$ cat config.mk
export PLATFORM = sky130hd
export DESIGN_NAME = fetch_stage
export DESIGN_NICKNAME = d
export VERILOG_FILES = /design/src/rtl/fetch_pkg.sv /design/src/rtl/fetch_buf.sv /design/src/rtl/fetch_stage.sv
export SDC_FILE = /design/constraint.sdc
export NUM_CORES = 1
export LEC_CHECK = 0
export CAP_MARGIN = 15
export CORE_ASPECT_RATIO = 0.75
export CORE_UTILIZATION = 35
export CTS_CLUSTER_DIAMETER = 100
export DETAILED_ROUTE_END_ITERATION = 12
export SYNTH_ARGS = -nofsm -noshare
export SYNTH_HDL_FRONTEND = slang
export SYNTH_SLANG_ARGS = --single-unit
export TNS_END_PERCENT = 20
$ cat constraint.sdc
create_clock -name clk -period 2.27 [get_ports clk]
set_input_delay 0.227 -clock clk [delete_from_list [all_inputs] [get_ports clk]]
set_output_delay 0.227 -clock clk [all_outputs]
set_load 0.02 [all_outputs]
$ cat src/rtl/fetch_pkg.sv
// Shared types and constants for the RV32 instruction-fetch stage.
// Optional perf counter in fetch_stage is enabled with FETCH_PERF_CNT_EN.
package fetch_pkg;

    typedef enum logic [1:0] {
        REQ  = 2'd0,
        WAIT = 2'd1,
        DROP = 2'd2
    } fetch_state_t;

    localparam logic [31:0] NOP_INSTR = 32'h0000_0013;
    localparam logic [31:0] PC_STEP   = 32'd4;

    typedef struct packed {
        logic [31:0] instr;
        logic [31:0] pc;
    } fetch_entry_t;

    function automatic logic [31:0] align_pc(input logic [31:0] pc);
        return {pc[31:2], 2'b00};
    endfunction

endpackage

$ cat src/rtl/fetch_buf.sv
// Two-entry fetch output buffer: an output register facing decode plus a
// skid register that catches a response arriving while decode is stalled.
module fetch_buf
    import fetch_pkg::*;
(
    input  logic         clk,
    input  logic         rst_n,
    input  logic         push,
    input  fetch_entry_t push_entry,
    input  logic         pop,
    input  logic         flush,
    output logic         out_valid,
    output fetch_entry_t out_entry,
    output logic         full_skid
);

    logic         out_valid_reg;
    logic         skid_valid_reg;
    fetch_entry_t out_entry_reg;
    fetch_entry_t skid_entry_reg;
    logic         out_free;

    // The output slot can take new data when empty or being consumed this edge.
    assign out_free = !out_valid_reg || pop;

    always_ff @(posedge clk) begin
        if (!rst_n) begin
            out_valid_reg  <= 1'b0;
            skid_valid_reg <= 1'b0;
            out_entry_reg  <= '{instr: NOP_INSTR, pc: 32'h0000_0000};
            skid_entry_reg <= '{instr: NOP_INSTR, pc: 32'h0000_0000};
        end else if (flush) begin
            out_valid_reg  <= 1'b0;
            skid_valid_reg <= 1'b0;
        end else if (out_free) begin
            if (skid_valid_reg) begin
                out_entry_reg  <= skid_entry_reg;
                out_valid_reg  <= 1'b1;
                skid_valid_reg <= push;
                if (push) begin
                    skid_entry_reg <= push_entry;
                end
            end else begin
                out_valid_reg <= push;
                if (push) begin
                    out_entry_reg <= push_entry;
                end
            end
        end else if (push) begin
            skid_valid_reg <= 1'b1;
            skid_entry_reg <= push_entry;
        end
    end

    // An empty slot presents a NOP but keeps the last PC visible.
    assign out_valid = out_valid_reg;
    assign out_entry = '{instr: (out_valid_reg ? out_entry_reg.instr : NOP_INSTR),
                         pc:    out_entry_reg.pc};
    assign full_skid = skid_valid_reg;

endmodule

$ cat src/rtl/fetch_stage.sv
// RV32 instruction-fetch stage: PC, single-outstanding request FSM, redirect
// handling. Define FETCH_PERF_CNT_EN to add the perf_fetched counter port.
module fetch_stage
    import fetch_pkg::*;
#(
    parameter logic [31:0] RESET_PC = 32'h0000_0000
) (
    input  logic        clk,
    input  logic        rst_n,
    output logic        imem_req_valid,
    input  logic        imem_req_ready,
    output logic [31:0] imem_req_addr,
    input  logic        imem_rsp_valid,
    input  logic [31:0] imem_rsp_data,
    input  logic        redirect_valid,
    input  logic [31:0] redirect_pc,
    output logic        id_valid,
    input  logic        id_ready,
    output logic [31:0] id_instr,
    output logic [31:0] id_pc
`ifdef FETCH_PERF_CNT_EN
    ,
    output logic [31:0] perf_fetched
`endif
);

    fetch_state_t state_reg, state_next;
    logic [31:0]  pc_reg, pc_next;
    logic [31:0]  req_pc_reg, req_pc_next;
    logic         req_fire;
    logic         push;
    logic         full_skid;
    logic         out_valid;
    fetch_entry_t push_entry;
    fetch_entry_t out_entry;

    // Holding off requests while the skid is full guarantees every response has a slot.
    assign imem_req_valid = rst_n && (state_reg == REQ) && !full_skid;
    assign imem_req_addr  = pc_reg;
    assign req_fire       = imem_req_valid && imem_req_ready;
    assign push           = (state_reg == WAIT) && imem_rsp_valid && !redirect_valid;
    assign push_entry     = '{instr: imem_rsp_data, pc: req_pc_reg};

    always_comb begin
        state_next  = state_reg;
        pc_next     = pc_reg;
        req_pc_next = req_pc_reg;
        if (req_fire) begin
            req_pc_next = pc_reg;
            pc_next     = pc_reg + PC_STEP;
        end
        case (state_reg)
            REQ:     if (req_fire) state_next = redirect_valid ? DROP : WAIT;
            WAIT:    if (imem_rsp_valid) state_next = REQ;
                     else if (redirect_valid) state_next = DROP;
            DROP:    if (imem_rsp_valid) state_next = REQ;
            default: state_next = REQ;
        endcase
        // A request accepted alongside a redirect is stale; DROP swallows its response.
        if (redirect_valid) begin
            pc_next = align_pc(redirect_pc);
        end
    end

    always_ff @(posedge clk) begin
        if (!rst_n) begin
            state_reg  <= REQ;
            pc_reg     <= RESET_PC;
            req_pc_reg <= RESET_PC;
        end else begin
            state_reg  <= state_next;
            pc_reg     <= pc_next;
            req_pc_reg <= req_pc_next;
        end
    end

    fetch_buf u_buf (
        .clk        (clk),
        .rst_n      (rst_n),
        .push       (push),
        .push_entry (push_entry),
        .pop        (id_ready),
        .flush      (redirect_valid),
        .out_valid  (out_valid),
        .out_entry  (out_entry),
        .full_skid  (full_skid)
    );

    assign id_valid = out_valid;
    assign id_instr = out_entry.instr;
    assign id_pc    = out_entry.pc;

`ifdef FETCH_PERF_CNT_EN
    logic [31:0] perf_fetched_reg;

    // Counts decode handshakes, including one coinciding with a redirect.
    always_ff @(posedge clk) begin
        if (!rst_n) begin
            perf_fetched_reg <= 32'h0000_0000;
        end else if (id_valid && id_ready) begin
            perf_fetched_reg <= perf_fetched_reg + 32'd1;
        end
    end

    assign perf_fetched = perf_fetched_reg;
`endif

endmodule

Word level (Yosys, flattened, before mapping) --
Index checks and enable logic that the tools add are counted.
Storage, ports and cells: bits in registers 196, output and inout port bits 98, word-level logic and storage cells 54
Operators by class: add/sub/neg operators 1, equal/unequal tests 6, muxes and demuxes 18, bitwise operators 2, reduce and logical (&&, ||, !) cells 17
Operator list (number):
- two-way mux 64 bit | 5
- two-way mux 32 bit | 3
- adder 32 x 3 -> 32 bit, second input constant | 1
- two-way mux 2 bit | 5
- one-hot mux 2 bit (3 select lines) | 1
- AND reduction 3 bit | 2
- nonzero test 2 bit | 3
- logical AND 1 bit | 5
- two-way mux 1 bit | 4
- != test 2 bit, second input constant | 2
- logical NOT 1 bit | 3
- != test 3 bit, second input constant | 1
- == test 2 x 1 -> 1 bit, second input constant | 1
- == test 2 bit, second input constant | 1
- logical NOT 2 bit | 1
- != test 2 x 1 -> 1 bit, second input constant | 1
- inverter 1 bit | 2
- AND reduction 2 bit | 1
- OR reduction 2 bit | 1
- logical OR 1 bit | 1

Longest topological paths before layout --
depth in word-level cells 6, depth in mapped cells 8, mapped depth without buffers 5

By module --
Synthesis repeated with hierarchy kept, for this count alone.
Second synthesis, totals: cell total of the unflattened synthesis 1034, area total of the unflattened synthesis 9247.6 sq um
Modules (own cells, without submodules):
- fetch_buf | times used 1, cells an instance 654, area each 6257.3 sq um
- fetch_stage | times used 1, cells an instance 380, area each 2990.4 sq um

Worst setup path before layout --
OpenSTA, ideal clock, no wires.
path type reg-to-reg, start point register pc_reg[2], in the netlist imem_req_addr[2], end point register pc_reg[18], in the netlist imem_req_addr[18], arrival time 2.190 ns, data required time 2.196 ns, path slack 0.005 ns, cell stages (with the launch flop) 7, buffers on the path 1, clock period less this slack 2.265 ns, path through dfxtp_1 -> ha_1 -> nand3_1 -> or4_4 -> buf_2 -> or4_1 -> a31oi_1
Between the ends: longest elaborated chain between the ends 3
Ends and longest elaborated chain:
- from (decl) | RTL line fetch_stage.sv:28 | logic [31:0] pc_reg, pc_next;
- from (signal assigned) | RTL line fetch_stage.sv:72 | pc_reg <= pc_next;
- adder 32 x 3 -> 32 bit | RTL line fetch_stage.sv:50 | pc_next = pc_reg + PC_STEP;
- two-way mux 32 bit | RTL line fetch_stage.sv:48 | if (req_fire) begin
- two-way mux 32 bit | RTL line fetch_stage.sv:60 | if (redirect_valid) begin
No other way between the ends. The select of a mux whose other input is x is not followed. A chain may end at the register's enable or synchronous reset.

Final worst setup path --
start point register state_reg[0], end point output port imem_req_valid
Between the ends: longest elaborated chain between the ends 3
Ends and longest elaborated chain:
- from (decl) | RTL line fetch_stage.sv:27 | fetch_state_t state_reg, state_next;
- from (signal assigned) | RTL line fetch_stage.sv:71 | state_reg <= state_next;
- logical NOT 2 bit | RTL line fetch_stage.sv:38 | assign imem_req_valid = rst_n && (state_reg == REQ) && !full_skid;
- logical AND 1 bit (2 in a row) | RTL line fetch_stage.sv:38
- to (decl) | RTL line fetch_stage.sv:10 | output logic imem_req_valid,
No other way between the ends.

==> results_dict.tcl <==
set metrics [dict create \
    outcome "finished with violations" \
    violations "design-rule violations" \
    die_h_um 135 \
    rsz0062_at_grt "false" \
    vias 7226 \
    die_w_um 180 \
    fmaxAchievable_mhz 461 \
    cts_buffer_depth 2 \
    portBuffers 161 \
    antenna_found_initial 0 \
    initial_utilization_pct 35.8 \
    cp_cell_sequence "or4b_4 -> inv_2 -> buf_4 -> dlygate4sd2_1" \
    ys_warn_count 0 \
    crit_path_max_incr_delay_ns 0.59 \
    drt_iter0_drc 437 \
    finalCritPeriodShare_pct 95.5 \
    critical_path_class "flip-flop to output port" \
    vias_per_cell 5.03 \
    holdBufCountCts 0 \
    synth_flop_cell "dfxtp_1" \
    wl_per_cell_um 15.1 \
    critPathLaunchType "flip-flop" \
    io_pins 168 \
    clkTransAtPathRegs_ns 0.07 \
    grt_pass1_vias 6401 \
    yosysTopAreaCell "dfxtp_1" \
    post-route-util_pct 46.9 \
    path_depth 4 \
    routed_wl_um 21700 \
    numCtsBuffers 17 \
    syn_avg_cell_area_um2 8.31 \
    cts_tree "built" \
    cp_max_fo 5 \
    dieArea_um2 24300 \
    worstSetupEndpoint "imem_req_valid" \
    hpwlAfterDp_um 15000 \
    cp.arrival_ns 1.94 \
    synth_edf_count 0 \
    ant_nets 0 \
    regToRegEndpoint "imem_req_addr[24]" \
    critical_path.top_delay_family "simple AND/OR/NAND/NOR gates" \
    skew_ns 0.0114 \
    gp_congestion 0.808 \
    grt_pass1_wl_um 34800 \
    synthArstFlopShare_pct 0 \
    num_rows 48 \
    worst-path-buf-inv 3 \
    drive_gt1_share_pct 8.89 \
    hold_path_class "input pin to flip-flop" \
    yosysMostFrequentCell "nand2_1" \
    grt-ovfl-total 0 \
    cp-end-kind "output port" \
    required_ns 2.04 \
    drt_pass1_iterations 9 \
    postSynthCellCount 995 \
    r2r_cells 5 \
    grt.total_usage_pct 18.1 \
    setup-tns-final_ns 0 \
    powerDensity_nw_per_um2 643 \
    netlist_top_cells_area "dfxtp_1 45%, nand2_1 9.0%, mux2i_1 7.5%" \
    core_um2 23100 \
    setup_violations 0 \
    peakVddDrop_mv 0.499 \
    critPathSlowestCell "or4b_4" \
    maxCapViolCount 0 \
    post-route-min-period_ns 2.17 \
    syn_area_um2 8270 \
    drc 8 \
    yosysUniqueCellTypes 50 \
    regToRegStartpoint "imem_req_addr[2]" \
    regToRegSetupSlack_ns 0.17 \
    htreeDepth 4 \
    report.final.slew_viol_count 0 \
    synthTopCellsByCount "198 x nand2_1, 188 x dfxtp_1, 100 x a21oi_1, 65 x a211oi_1, 64 x nor2_1" \
    yosysTopAreaCellShare_pct 45.5 \
    worst_pin_slew_ns 0.700 \
    cts-root-buf "clkbuf_16" \
    hold_viol 0 \
    grt_max_degree 86 \
    clk_latency_ns 0.42 \
    crit_start "state_reg[0]" \
    final_net_count 1195 \
    slew_headroom_pct 53.4 \
    clock-sinks 188 \
    synth.ff_latch_count 188 \
    ys_seq_area_share_pct 45.5 \
    syn_to_final_growth_pct 31.1 \
    p_leak_nw 3.50 \
    diodes 0 \
]
metrics by stage:
step | cells | hold WS, ns | setup WS, ns | cell area (um2) | power (mW)
after floorplan | 998 | 0.351 | 0.00537 | 8280 | 3.83
after global placement | 1405 | 0.441 | -0.114 | 10300 | 4.19
after detailed placement | 1405 | 0.446 | -0.187 | 10300 | 4.19
after CTS | 1436 | 0.361 | 0.00497 | 10800 | 7.05
after global routing | 1436 | 0.375 | 0.0172 | 10800 | 7.27
final | 1436 | 0.382 | 0.102 | 10800 | 6.98
placed cells by master (no fill, tap or decap), types with 9 or more instances in the layout:
cell type        netlist  layout
nor2_1                64      64
clkdlybuf4s50_1        0     160
and2_1                33      33
buf_4                 34      45
o31ai_1               10      10
nand3_1               18      18
a21oi_1              100     100
or4_1                 14      14
nand2_1              198     198
mux2i_1               62      62
dfxtp_1              188     187
clkbuf_16              0      17
buf_12                 0       9
a31oi_1               12      12
a211oi_1              65      63
o21ai_0               29      29
nand4_1               13      13
metal layers:
layer / routed length, um / vias to the layer above / global-route usage (%) / part of all wire (%)
li1: - / 3710 / - / -
met1: 11500 / 3304 / 28.3 / 53
met2: 8680 / 206 / 24.5 / 40
met3: 1410 / 6 / 4.17 / 6.5
met4: 100 / 0 / 3.83 / 0.46
met5: 0 / - / 0 / 0
area by class of cell:
cell class	instances	area [um2]
multi-input combinational	691	3960
timing repair buffer	217	2150
tap	300	375
fill	2267	12300
sequential	188	3770
clock buffer	19	443
clock inverter	12	114
inverter	9	36.3
what timing repair did:
action                     in CTS  in global routing
setup buffers                   0                  0
resized for setup               2                  2
setup endpoints to repair       1                 82
pin swaps                       0                  1
worst min-delay path by stage:
stage | from | to | slack, ns | cells past startpoint
finish | imem_rsp_data[17] | u_buf.skid_entry_reg[49] | 0.38 | 3
global route | imem_rsp_data[14] | u_buf.skid_entry_reg[46] | 0.37 | 3
CTS | imem_rsp_data[17] | u_buf.skid_entry_reg[49] | 0.36 | 3
detailed placement | u_buf.skid_entry_reg[17] | u_buf.skid_entry_reg[17] | 0.45 | 2
global placement | u_buf.skid_entry_reg[17] | u_buf.skid_entry_reg[17] | 0.44 | 2
floorplan | imem_rsp_data[0] | u_buf.skid_entry_reg[32] | 0.35 | 2
kinds of logic (layout without fill, tap and decap cells):
logic type	count (synthesis)	count (layout)	share of synthesized area [%]
mux	62	62	7.50
simple gates	383	383	21.6
fa+ha+maj	1	1	0.151
buf+inv	119	257	7.11
xor+xnor	11	11	1.16
other cells	1	4	0.0453
flops	188	188	45.5
compound gates	230	230	16.9
worst register-to-register path, delay by kind of cell, from the launching register on:
kind	cells	cell delay (ns)
DFF	1	0.34
AOI/OAI and AO/OA	1	0.17
and+or+nand+nor	3	1.26
adders and majority gates	1	0.25
report_power, final:
| group | leakage (nW) | switching [mW] | internal [mW] | total, mW |
|---|---|---|---|---|
| clock | 0.259 | 1.32 | 1.55 | 2.86 |
| sequential | 1.53 | 0.0752 | 3.37 | 3.44 |
| combinational | 1.71 | 0.350 | 0.322 | 0.673 |
| total | 3.50 | 1.74 | 5.24 | 6.98 |
Power figures use the tool's default switching activity.
